[config.mk]
export PLATFORM = sky130hd
export DESIGN_NAME = decode_ctrl_stage
export DESIGN_NICKNAME = d
export VERILOG_FILES = /design/src/rtl/decode_ctrl_stage.sv
export SDC_FILE = /design/constraint.sdc
export NUM_CORES = 1
export LEC_CHECK = 0
export CORE_MARGIN = 1.5
export CORE_UTILIZATION = 40
export DETAILED_ROUTE_END_ITERATION = 16
export GPL_ROUTABILITY_DRIVEN = 0
export PLACE_DENSITY_LB_ADDON = 0.15
export SLEW_MARGIN = 30
export SYNTH_ARGS = -nofsm -noshare
export SYNTH_HDL_FRONTEND = slang
export SYNTH_SLANG_ARGS = --single-unit
export TNS_END_PERCENT = 5
[constraint.sdc]
create_clock -name i_clk -period 5.08 [get_ports i_clk]
set_clock_uncertainty 0.15 [all_clocks]
set_input_delay 1.016 -clock i_clk [delete_from_list [all_inputs] [get_ports i_clk]]
set_output_delay 1.016 -clock i_clk [all_outputs]
set_load 0.02 [all_outputs]
[src/rtl/decode_ctrl_stage.sv]
// decode_ctrl_stage
//   Registered main-control decoder between fetch and execute. It holds one
//   entry in a pipeline register and uses valid/ready flow control. AMO*.W
//   atomics are split into a read micro-op followed by a write micro-op.
//
// Parameters:
//   M_EXT  - 1: RV32M (R-type, funct7=0000001) is legal and sets o_ALUM_en.
//            0: those encodings are illegal.
//   STRICT - 1: funct3/funct7 legality is checked per opcode.
//            0: only the opcode is checked.
// Build option:
//   ARVI_AMO_EN - when defined, AMO funct5 values decode as two-phase and the
//                 AMO_RD/AMO_WR states exist. When undefined, only LR/SC are
//                 legal atomics and o_AMO_phase is always 0.
// Ports:
//   i_clk, i_rstn        clock (rising edge), async active-low reset
//   i_Instr, i_Valid     instruction from fetch and its valid flag
//   o_Ready              stage accepts i_Instr this cycle (combinational)
//   o_Valid, i_Ready     output bundle valid / consumed by execute
//   i_Flush              drop the held entry and abort any AMO sequence
//   o_Instr              instruction belonging to the current bundle
//   o_Branch..o_atomic   single-bit controls
//   o_ALUOp, o_ALUSrcA, o_Jump   multi-bit control fields
//   o_AMO_phase          0 = read/single micro-op, 1 = AMO write micro-op
module decode_ctrl_stage #(
    parameter int M_EXT  = 1,
    parameter int STRICT = 1
) (
    input  logic        i_clk,
    input  logic        i_rstn,
    input  logic [31:0] i_Instr,
    input  logic        i_Valid,
    output logic        o_Ready,
    output logic        o_Valid,
    input  logic        i_Ready,
    input  logic        i_Flush,
    output logic [31:0] o_Instr,
    output logic        o_Branch,
    output logic        o_MemRead,
    output logic        o_MemWrite,
    output logic        o_MemToReg,
    output logic        o_ALUSrcB,
    output logic        o_RegWrite,
    output logic        o_PCplus4,
    output logic        o_CSR_en,
    output logic        o_Ex_inst_illegal,
    output logic        o_ALUM_en,
    output logic        o_atomic,
    output logic [2:0]  o_ALUOp,
    output logic [1:0]  o_ALUSrcA,
    output logic [1:0]  o_Jump,
    output logic        o_AMO_phase
);

    localparam logic [6:0] OP_R      = 7'b0110011;
    localparam logic [6:0] OP_I      = 7'b0010011;
    localparam logic [6:0] OP_LOAD   = 7'b0000011;
    localparam logic [6:0] OP_STORE  = 7'b0100011;
    localparam logic [6:0] OP_BRANCH = 7'b1100011;
    localparam logic [6:0] OP_LUI    = 7'b0110111;
    localparam logic [6:0] OP_AUIPC  = 7'b0010111;
    localparam logic [6:0] OP_JAL    = 7'b1101111;
    localparam logic [6:0] OP_JALR   = 7'b1100111;
    localparam logic [6:0] OP_FENCE  = 7'b0001111;
    localparam logic [6:0] OP_SYSTEM = 7'b1110011;
    localparam logic [6:0] OP_ATOMIC = 7'b0101111;

    typedef struct packed {
        logic       branch;
        logic       mem_read;
        logic       mem_write;
        logic       mem_to_reg;
        logic       alu_src_b;
        logic       reg_write;
        logic       pc_plus4;
        logic       csr_en;
        logic       illegal;
        logic       alum_en;
        logic       atomic;
        logic [2:0] alu_op;
        logic [1:0] alu_src_a;
        logic [1:0] jump;
        logic       amo_phase;
    } ctrl_t;

`ifdef ARVI_AMO_EN
    typedef enum logic [1:0] {EMPTY, FULL, AMO_RD, AMO_WR} state_t;
`else
    typedef enum logic {EMPTY, FULL} state_t;
`endif

    state_t      state;
    ctrl_t       ctrl_q;
    ctrl_t       dec_ctrl;
    logic [31:0] instr_q;
    logic        legal;
    logic        amo_hold;
    logic        accept;

    logic [6:0] opcode;
    logic [2:0] funct3;
    logic [6:0] funct7;
    logic [4:0] funct5;

    assign opcode = i_Instr[6:0];
    assign funct3 = i_Instr[14:12];
    assign funct7 = i_Instr[31:25];
    assign funct5 = i_Instr[31:27];

`ifdef ARVI_AMO_EN
    logic  dec_two_phase;
    ctrl_t amo_wr_ctrl;

    always_comb begin
        amo_wr_ctrl           = '0;
        amo_wr_ctrl.mem_write = 1'b1;
        amo_wr_ctrl.atomic    = 1'b1;
        amo_wr_ctrl.alu_op    = 3'b101;
        amo_wr_ctrl.amo_phase = 1'b1;
    end

    assign amo_hold = (state == AMO_RD);
`else
    assign amo_hold = 1'b0;
`endif

    always_comb begin
        dec_ctrl = '0;
        legal    = 1'b1;
`ifdef ARVI_AMO_EN
        dec_two_phase = 1'b0;
`endif
        case (opcode)
            OP_R: begin
                dec_ctrl.reg_write = 1'b1;
                dec_ctrl.alu_op    = 3'b010;
                // An M encoding without the extension is never executable,
                // so it is rejected even when STRICT is off.
                if (funct7 == 7'b0000001) begin
                    if (M_EXT != 0) dec_ctrl.alum_en = 1'b1;
                    else            legal = 1'b0;
                end else if (STRICT != 0) begin
                    if (!((funct7 == 7'b0000000) ||
                          (funct7 == 7'b0100000 && (funct3 == 3'b000 || funct3 == 3'b101))))
                        legal = 1'b0;
                end
            end
            OP_I: begin
                dec_ctrl.alu_src_b = 1'b1;
                dec_ctrl.reg_write = 1'b1;
                dec_ctrl.alu_op    = 3'b011;
                if (STRICT != 0) begin
                    if (funct3 == 3'b001 && funct7 != 7'b0000000) legal = 1'b0;
                    if (funct3 == 3'b101 && funct7 != 7'b0000000 && funct7 != 7'b0100000)
                        legal = 1'b0;
                end
            end
            OP_LOAD: begin
                dec_ctrl.mem_read   = 1'b1;
                dec_ctrl.mem_to_reg = 1'b1;
                dec_ctrl.alu_src_b  = 1'b1;
                dec_ctrl.reg_write  = 1'b1;
                if (STRICT != 0 && (funct3 == 3'b011 || funct3 == 3'b110 || funct3 == 3'b111))
                    legal = 1'b0;
            end
            OP_STORE: begin
                dec_ctrl.mem_write = 1'b1;
                dec_ctrl.alu_src_b = 1'b1;
                if (STRICT != 0 && funct3 > 3'b010) legal = 1'b0;
            end
            OP_BRANCH: begin
                dec_ctrl.branch = 1'b1;
                dec_ctrl.alu_op = 3'b001;
                if (STRICT != 0 && (funct3 == 3'b010 || funct3 == 3'b011)) legal = 1'b0;
            end
            OP_LUI, OP_AUIPC: begin
                dec_ctrl.alu_src_a = (opcode == OP_LUI) ? 2'd2 : 2'd1;
                dec_ctrl.alu_src_b = 1'b1;
                dec_ctrl.reg_write = 1'b1;
                dec_ctrl.alu_op    = 3'b100;
            end
            OP_JAL: begin
                dec_ctrl.reg_write = 1'b1;
                dec_ctrl.jump      = 2'd1;
                dec_ctrl.pc_plus4  = 1'b1;
            end
            OP_JALR: begin
                dec_ctrl.alu_src_b = 1'b1;
                dec_ctrl.reg_write = 1'b1;
                dec_ctrl.alu_op    = 3'b100;
                dec_ctrl.jump      = 2'd2;
                dec_ctrl.pc_plus4  = 1'b1;
                if (STRICT != 0 && funct3 != 3'b000) legal = 1'b0;
            end
            OP_FENCE: ;
            OP_SYSTEM: begin
                dec_ctrl.mem_to_reg = 1'b1;
                dec_ctrl.reg_write  = 1'b1;
                dec_ctrl.csr_en     = 1'b1;
            end
            OP_ATOMIC: begin
                dec_ctrl.atomic     = 1'b1;
                dec_ctrl.alu_op     = 3'b101;
                dec_ctrl.mem_read   = 1'b1;
                dec_ctrl.mem_to_reg = 1'b1;
                dec_ctrl.reg_write  = 1'b1;
                if (STRICT != 0 && funct3 != 3'b010) legal = 1'b0;
                if (funct5 == 5'b00011) begin
                    dec_ctrl.mem_write = 1'b1;
                end else if (funct5 != 5'b00010) begin
`ifdef ARVI_AMO_EN
                    // Phase 0 of an AMO; the write micro-op is built by the sequencer.
                    dec_two_phase = 1'b1;
                    if (STRICT != 0) begin
                        case (funct5)
                            5'b00000, 5'b00001, 5'b00100, 5'b01000, 5'b01100,
                            5'b10000, 5'b10100, 5'b11000, 5'b11100: ;
                            default: legal = 1'b0;
                        endcase
                    end
`else
                    legal = 1'b0;
`endif
                end
            end
            default: legal = 1'b0;
        endcase

        if (!legal) begin
            dec_ctrl         = '0;
            dec_ctrl.illegal = 1'b1;
`ifdef ARVI_AMO_EN
            dec_two_phase    = 1'b0;
`endif
        end
    end

    assign o_Valid = (state != EMPTY);
    assign o_Ready = !amo_hold && (!o_Valid || i_Ready) && !i_Flush;
    assign accept  = i_Valid && o_Ready;

    always_ff @(posedge i_clk or negedge i_rstn) begin
        if (!i_rstn) begin
            state   <= EMPTY;
            ctrl_q  <= '0;
            instr_q <= '0;
        end else if (i_Flush) begin
            state  <= EMPTY;
            ctrl_q <= '0;
`ifdef ARVI_AMO_EN
        end else if (state == AMO_RD) begin
            if (i_Ready) begin
                state  <= AMO_WR;
                ctrl_q <= amo_wr_ctrl;
            end
`endif
        end else if (accept) begin
            ctrl_q  <= dec_ctrl;
            instr_q <= i_Instr;
`ifdef ARVI_AMO_EN
            state   <= dec_two_phase ? AMO_RD : FULL;
`else
            state   <= FULL;
`endif
        end else if (o_Valid && i_Ready) begin
            state  <= EMPTY;
            ctrl_q <= '0;
        end
    end

    assign o_Instr           = instr_q;
    assign o_Branch          = ctrl_q.branch;
    assign o_MemRead         = ctrl_q.mem_read;
    assign o_MemWrite        = ctrl_q.mem_write;
    assign o_MemToReg        = ctrl_q.mem_to_reg;
    assign o_ALUSrcB         = ctrl_q.alu_src_b;
    assign o_RegWrite        = ctrl_q.reg_write;
    assign o_PCplus4         = ctrl_q.pc_plus4;
    assign o_CSR_en          = ctrl_q.csr_en;
    assign o_Ex_inst_illegal = ctrl_q.illegal;
    assign o_ALUM_en         = ctrl_q.alum_en;
    assign o_atomic          = ctrl_q.atomic;
    assign o_ALUOp           = ctrl_q.alu_op;
    assign o_ALUSrcA         = ctrl_q.alu_src_a;
    assign o_Jump            = ctrl_q.jump;
    assign o_AMO_phase       = ctrl_q.amo_phase;

endmodule

# Yosys cells after proc, flatten, opt, wreduce, memory -nomap -nowiden
# Cells that the tools add are included.
dict set report totals {
  regBits 52
  latch_bits 0
  mem_bits_rw 0
  rom_bits 0
  input_bits 37
  memories 0
}
dict set report classes {
  addsub 0
  mul 0
  n_div 0
  magnitude_cmp 1
  n_eq_ne 24
  n_shift 0
  n_mux 35
  bitwise 1
  n_reduce_logical 29
}
# operator count
set op_table {}
lappend op_table {{19-bit 2-to-1 mux} 4}
lappend op_table {{7-bit by 6-bit == test with 1-bit output (second input constant)} 5}
lappend op_table {{7-bit == test (second input constant)} 4}
lappend op_table {{1-bit 2-to-1 mux} 25}
lappend op_table {{3-bit case mux with 5 select lines} 1}
lappend op_table {{7-bit by 5-bit == test with 1-bit output (second input constant)} 2}
lappend op_table {{3-bit == test (second input constant)} 3}
lappend op_table {{9-bit OR reduction} 1}
lappend op_table {{1-bit case mux with 8 select lines} 1}
lappend op_table {{7-bit by 1-bit == test with 1-bit output (second input constant)} 1}
lappend op_table {{7-bit by 2-bit == test with 1-bit output (second input constant)} 1}
lappend op_table {{7-bit by 4-bit == test with 1-bit output (second input constant)} 1}
lappend op_table {{1-bit logical AND} 7}
lappend op_table {{7-bit logical NOT} 1}
lappend op_table {{7-bit by 6-bit != test with 1-bit output (second input constant)} 1}
lappend op_table {{7-bit nonzero test} 1}
lappend op_table {{3-bit by 2-bit == test with 1-bit output (second input constant)} 2}
lappend op_table {{1-bit logical OR} 6}
lappend op_table {{3-bit nonzero test} 2}
lappend op_table {{2-bit OR reduction} 3}
lappend op_table {{3-bit OR reduction} 2}
lappend op_table {{6-bit OR reduction} 1}
lappend op_table {{5-bit by 2-bit == test with 1-bit output (second input constant)} 1}
lappend op_table {{5-bit by 2-bit != test with 1-bit output (second input constant)} 1}
lappend op_table {{other kinds (11)} 13}

# Longest topological paths before layout
dict set report logic_depth {
  word_depth 10
  mapped_depth 9
  depth_no_buf 6
}

# Worst setup path before layout
# No wires, ideal clock.
dict set report synth_timing {
  path_type {input to register}
  startpoint {input i_Instr[6]}
  endpoint {register ctrl_q (netlist bit o_Branch)}
  setup_ns 0.122
  arrival_ns 2.369
  required_time_ns 4.808
  slack_ns 2.440
  cell_stages 9
  path_buffers 3
  cell_sequence {buf_6 > and3b_1 > buf_6 > nand3_2 > a211oi_2 > nor4_2 > a31oi_1 > buf_6 > a32o_1}
}
dict set report synth_between {
  elab_chain_cells 6
}
# element line
set synth_lines {}
lappend synth_lines {{from (decl)} 31} ;# input logic [31:0] i_Instr,
lappend synth_lines {{7-bit by 6-bit == test with 1-bit output, or another cell as far along} 133} ;# case (opcode)
lappend synth_lines {{5-bit OR reduction (no source line)} n/a}
lappend synth_lines {{1-bit case mux with 8 select lines} 133}
lappend synth_lines {{19-bit 2-to-1 mux (*)} 229} ;# if (!legal) begin
lappend synth_lines {{19-bit 2-to-1 mux (*)} 257} ;# end else if (accept) begin
lappend synth_lines {{19-bit 2-to-1 mux (*)} 247} ;# end else if (i_Flush) begin
lappend synth_lines {{to (signal assigned)} 258} ;# ctrl_q <= dec_ctrl;
lappend synth_lines {{to (decl)} 93} ;# ctrl_t ctrl_q;
# Every way passes the cells marked *; elsewhere a longest branch is shown, timed or not.
# A chain may end at the register's enable or synchronous reset.

# Worst setup path after layout
dict set report layout_timing {
  startpoint {input i_Ready}
  endpoint {output o_Ready}
}
dict set report layout_between {
  elab_chain_cells 2
}
# element line
set layout_lines {}
lappend layout_lines {{from (decl)} 35} ;# input logic i_Ready,
lappend layout_lines {{1-bit logical OR} 239} ;# assign o_Ready = !amo_hold && (!o_Valid || i_Ready) && !i_Flush;
lappend layout_lines {{1-bit logical AND} 239}
lappend layout_lines {{to (decl)} 33} ;# output logic o_Ready,
# Every way passes these cells.

==> results.yml <==
floorplanning:
  coreArea_sq_um: 5640
  die_x_um: 80.4
  io_pins: 90
  die_h_um: 80.4
  rows: 27
  die-area_sq_um: 6460
  floorplan.initialDensity_pct: 42.4
sta:
  finalCriticalPeriod_ps: 3510
  fmax_mhz: 285
  worst_pin_slew_ps: 749
  fin_tns_setup_ps: 0
  slew_headroom_pct: 50.0
  rsz0062_at_grt: "no"
  period_share_pct: 69.1
  finalHoldViolCount: 0
  finalSetupViolations: 0
  drv_slew: 0
cts:
  hold_buffers: 0
  insertion_delay_ps: 300
  cts.sinks: 51
  cts.repair.resized: 0
  clockBufferDepth: 2
  cts-htree-levels: 2
  clkTransAtPathRegs_ps: 90
  postCtsSetupRepairBufs: 0
  cts_root_buf: "clkbuf_8"
  cts_tree: "done"
  cts_buffers: 5
power:
  powerDensity_nw_per_um2: 293
  comb_power_share_pct: 25.2
  switching_power_uw: 289
  p_sw_share_pct: 29.1
  cellInternalPower_uw: 704
  vdd_drop_max_v: 0.000197
  power.share.sequential_pct: 46.8
  leakagePower_nw: 1.52
  p_clk_share_pct: 28.0
detailed_routing:
  wirelength_um: 6220
  ant_nets: 0
  drt-pass1-iter-count: 4
  vias: 2159
  drc_errors: 0
  via_per_inst: 5.17
  routedWlPerCell_um: 14.9
  first_iter_violations: 171
yosys:
  synthCells: 267
  yosys_register_bits: 51
  synth_cell_types: 43
  yosysWarnings: 0
  synthArstFlopShare_pct: 100
  postSynthAreaPerCell_sq_um: 8.96
  synth_nets: 304
  synth.top_cell.area_share_pct: 53.3
  synthesis.area_sq_um: 2390
  synthTopCellsByArea: "dfrtp_1 (53%), nand2_1 (16%), a32o_1 (2.9%), nor2_1 (2.7%), a22o_1 (2.6%)"
  synth_enable_flop_cells: 0
  yosysSeqAreaShare_pct: 53.3
  yosys.area.top_type: "dfrtp_1"
  synthFlopType: "dfrtp_1"
setup_path:
  rr_startpoint: "o_Valid"
  critPathArrivalTime_ps: 2340
  cp-end-kind: "output pin"
  crit_required_ps: 3910
  critPathKind: "in -> out"
  reg2reg_depth: 6
  rr_endpoint: "o_ALUSrcA[1]"
  path_max_fanout: 3
  crit_path_start_kind: "input port"
  ff2ff_setup_slack_ps: 2810
worst_hold_path:
  hold_depth: 2
  hold_path_startpoint: "o_Instr[8]"
  min_to: "o_Instr[8]"
  hp-class: "reg -> reg"
grt:
  grt.total_usage_pct: 20.3
  grt_pass1_vias: 2037
  grt.overflow.total: 0
  grt_antenna_before_repair: 0
  grt_max_degree: 52
  grt_pass1_wl_um: 10000
finish:
  fin_util_pct: 60.1
  syn_to_final_growth_pct: 41.6
  diodes: 0
  layout-drive-gt1-share_pct: 4.91
  fillers: 515
  layout.nets: 383
placement:
  dp_hpwl_um: 4300
  port_buffers: 88
run_status:
  status: "completed"
flow_run:
  cap_violations: 0
-- flip-flops by register name, summed over array words and instances, names as in the netlist, 2 cells and up --
register	cells
o_Instr	32
o_ALUOp	3
o_ALUSrcA	2
o_Jump	2
-- cell usage after synthesis, drive strengths merged (2+ instances only) --
| library cell | n |
|---|---|
| a211oi | 2 |
| a21oi | 9 |
| a22o | 7 |
| a32o | 7 |
| buf | 8 |
| clkbuf | 11 |
| dfrtp | 51 |
| inv | 3 |
| nand2 | 100 |
| nand2b | 4 |
| nand3 | 7 |
| nand4b | 3 |
| nor2 | 17 |
| nor2b | 2 |
| nor3 | 3 |
| o21ai | 8 |
| xor2 | 3 |
-- logic make-up (layout without fill, tap and decap cells) --
| group | count (synthesis) | count (layout) | synth area share [%] |
|---|---|---|---|
| and+or+nand+nor | 146 | 146 | 26.9 |
| DFF | 51 | 51 | 53.3 |
| AOI/OAI and AO/OA | 43 | 43 | 13.1 |
| buffers and inverters | 22 | 101 | 5.02 |
| xor gates and xnor gates | 3 | 3 | 1.10 |
| other | 1 | 1 | 0.157 |
| muxes | 1 | 1 | 0.418 |
-- power by group through the flow --
| stage | combinational, mW | sequential, mW | clock (mW) |
|---|---|---|---|
| after global routing | 0.272 | 0.470 | 0.302 |
| after floorplan | 0.0686 | 0.520 | 0 |
| final | 0.250 | 0.465 | 0.278 |
| after CTS | 0.253 | 0.465 | 0.284 |
| after detailed placement | 0.252 | 0.472 | 0 |
| after global placement | 0.249 | 0.472 | 0 |
-- final cells by class --
cell class | count | area [sq um] | share of cell area [%]
inverter | 3 | 11.3 | 0.332
multi-input combinational | 194 | 1010 | 29.7
sequential | 51 | 1280 | 37.7
clock inverter | 2 | 37.5 | 1.11
tap | 72 | 90.1 | 2.66
timing repair buffer | 91 | 898 | 26.5
clock buffer | 5 | 68.8 | 2.03
-- critical path: stages --
cell	delay (ps)
clkdlybuf4s50_1	450
nor2b_1	60
nor2_1	160
clkdlybuf4s50_1	650
-- worst max path at each step --
stage                    start    endpoint  slack, ps  depth (start not counted)
finish                 i_Ready     o_Ready       1570                          4
floorplan           i_Instr[6]    o_Branch       2440                          9
global route        i_Instr[6]   o_PCplus4       1480                          7
CTS                 i_Instr[6]  o_MemWrite       1470                          7
detailed placement  i_Instr[6]  o_MemWrite       1150                          7
global placement    i_Instr[6]  o_MemWrite       1180                          7
-- per-layer routing --
metal	vias to the layer above	global-route usage [%]	part of all wire [%]
met5	-	0	0
met4	0	5.69	1.0
met3	4	5.80	7.1
met2	69	31.7	45
met1	1033	27.5	46
li1	1053	-	-
-- metrics by stage --
stage                     area (sq um)  hold WS (ps)  worst slack [ps]  power (mW)  instances
after floorplan                   2390           437              2440       0.588        267
after global placement            3270           307              1180       0.720        411
after detailed placement          3280           313              1150       0.724        411
after CTS                         3380           337              1470        1.00        418
after global routing              3390           351              1480        1.05        418
final                             3390           331              1570       0.993        418
-- layout by cell type (no fill, tap or decap), types with 4 or more instances in the layout --
cell,netlist,routed
a21oi_1,9,9
a22o_1,7,7
a32o_1,7,7
clkbuf_8,0,5
clkdlybuf4s50_1,0,87
dfrtp_1,51,51
nand2_1,100,100
nand2b_1,4,4
nand3_1,6,6
nor2_1,17,16
o21ai_0,8,8
No activity file was read; power rests on OpenSTA's default activity.
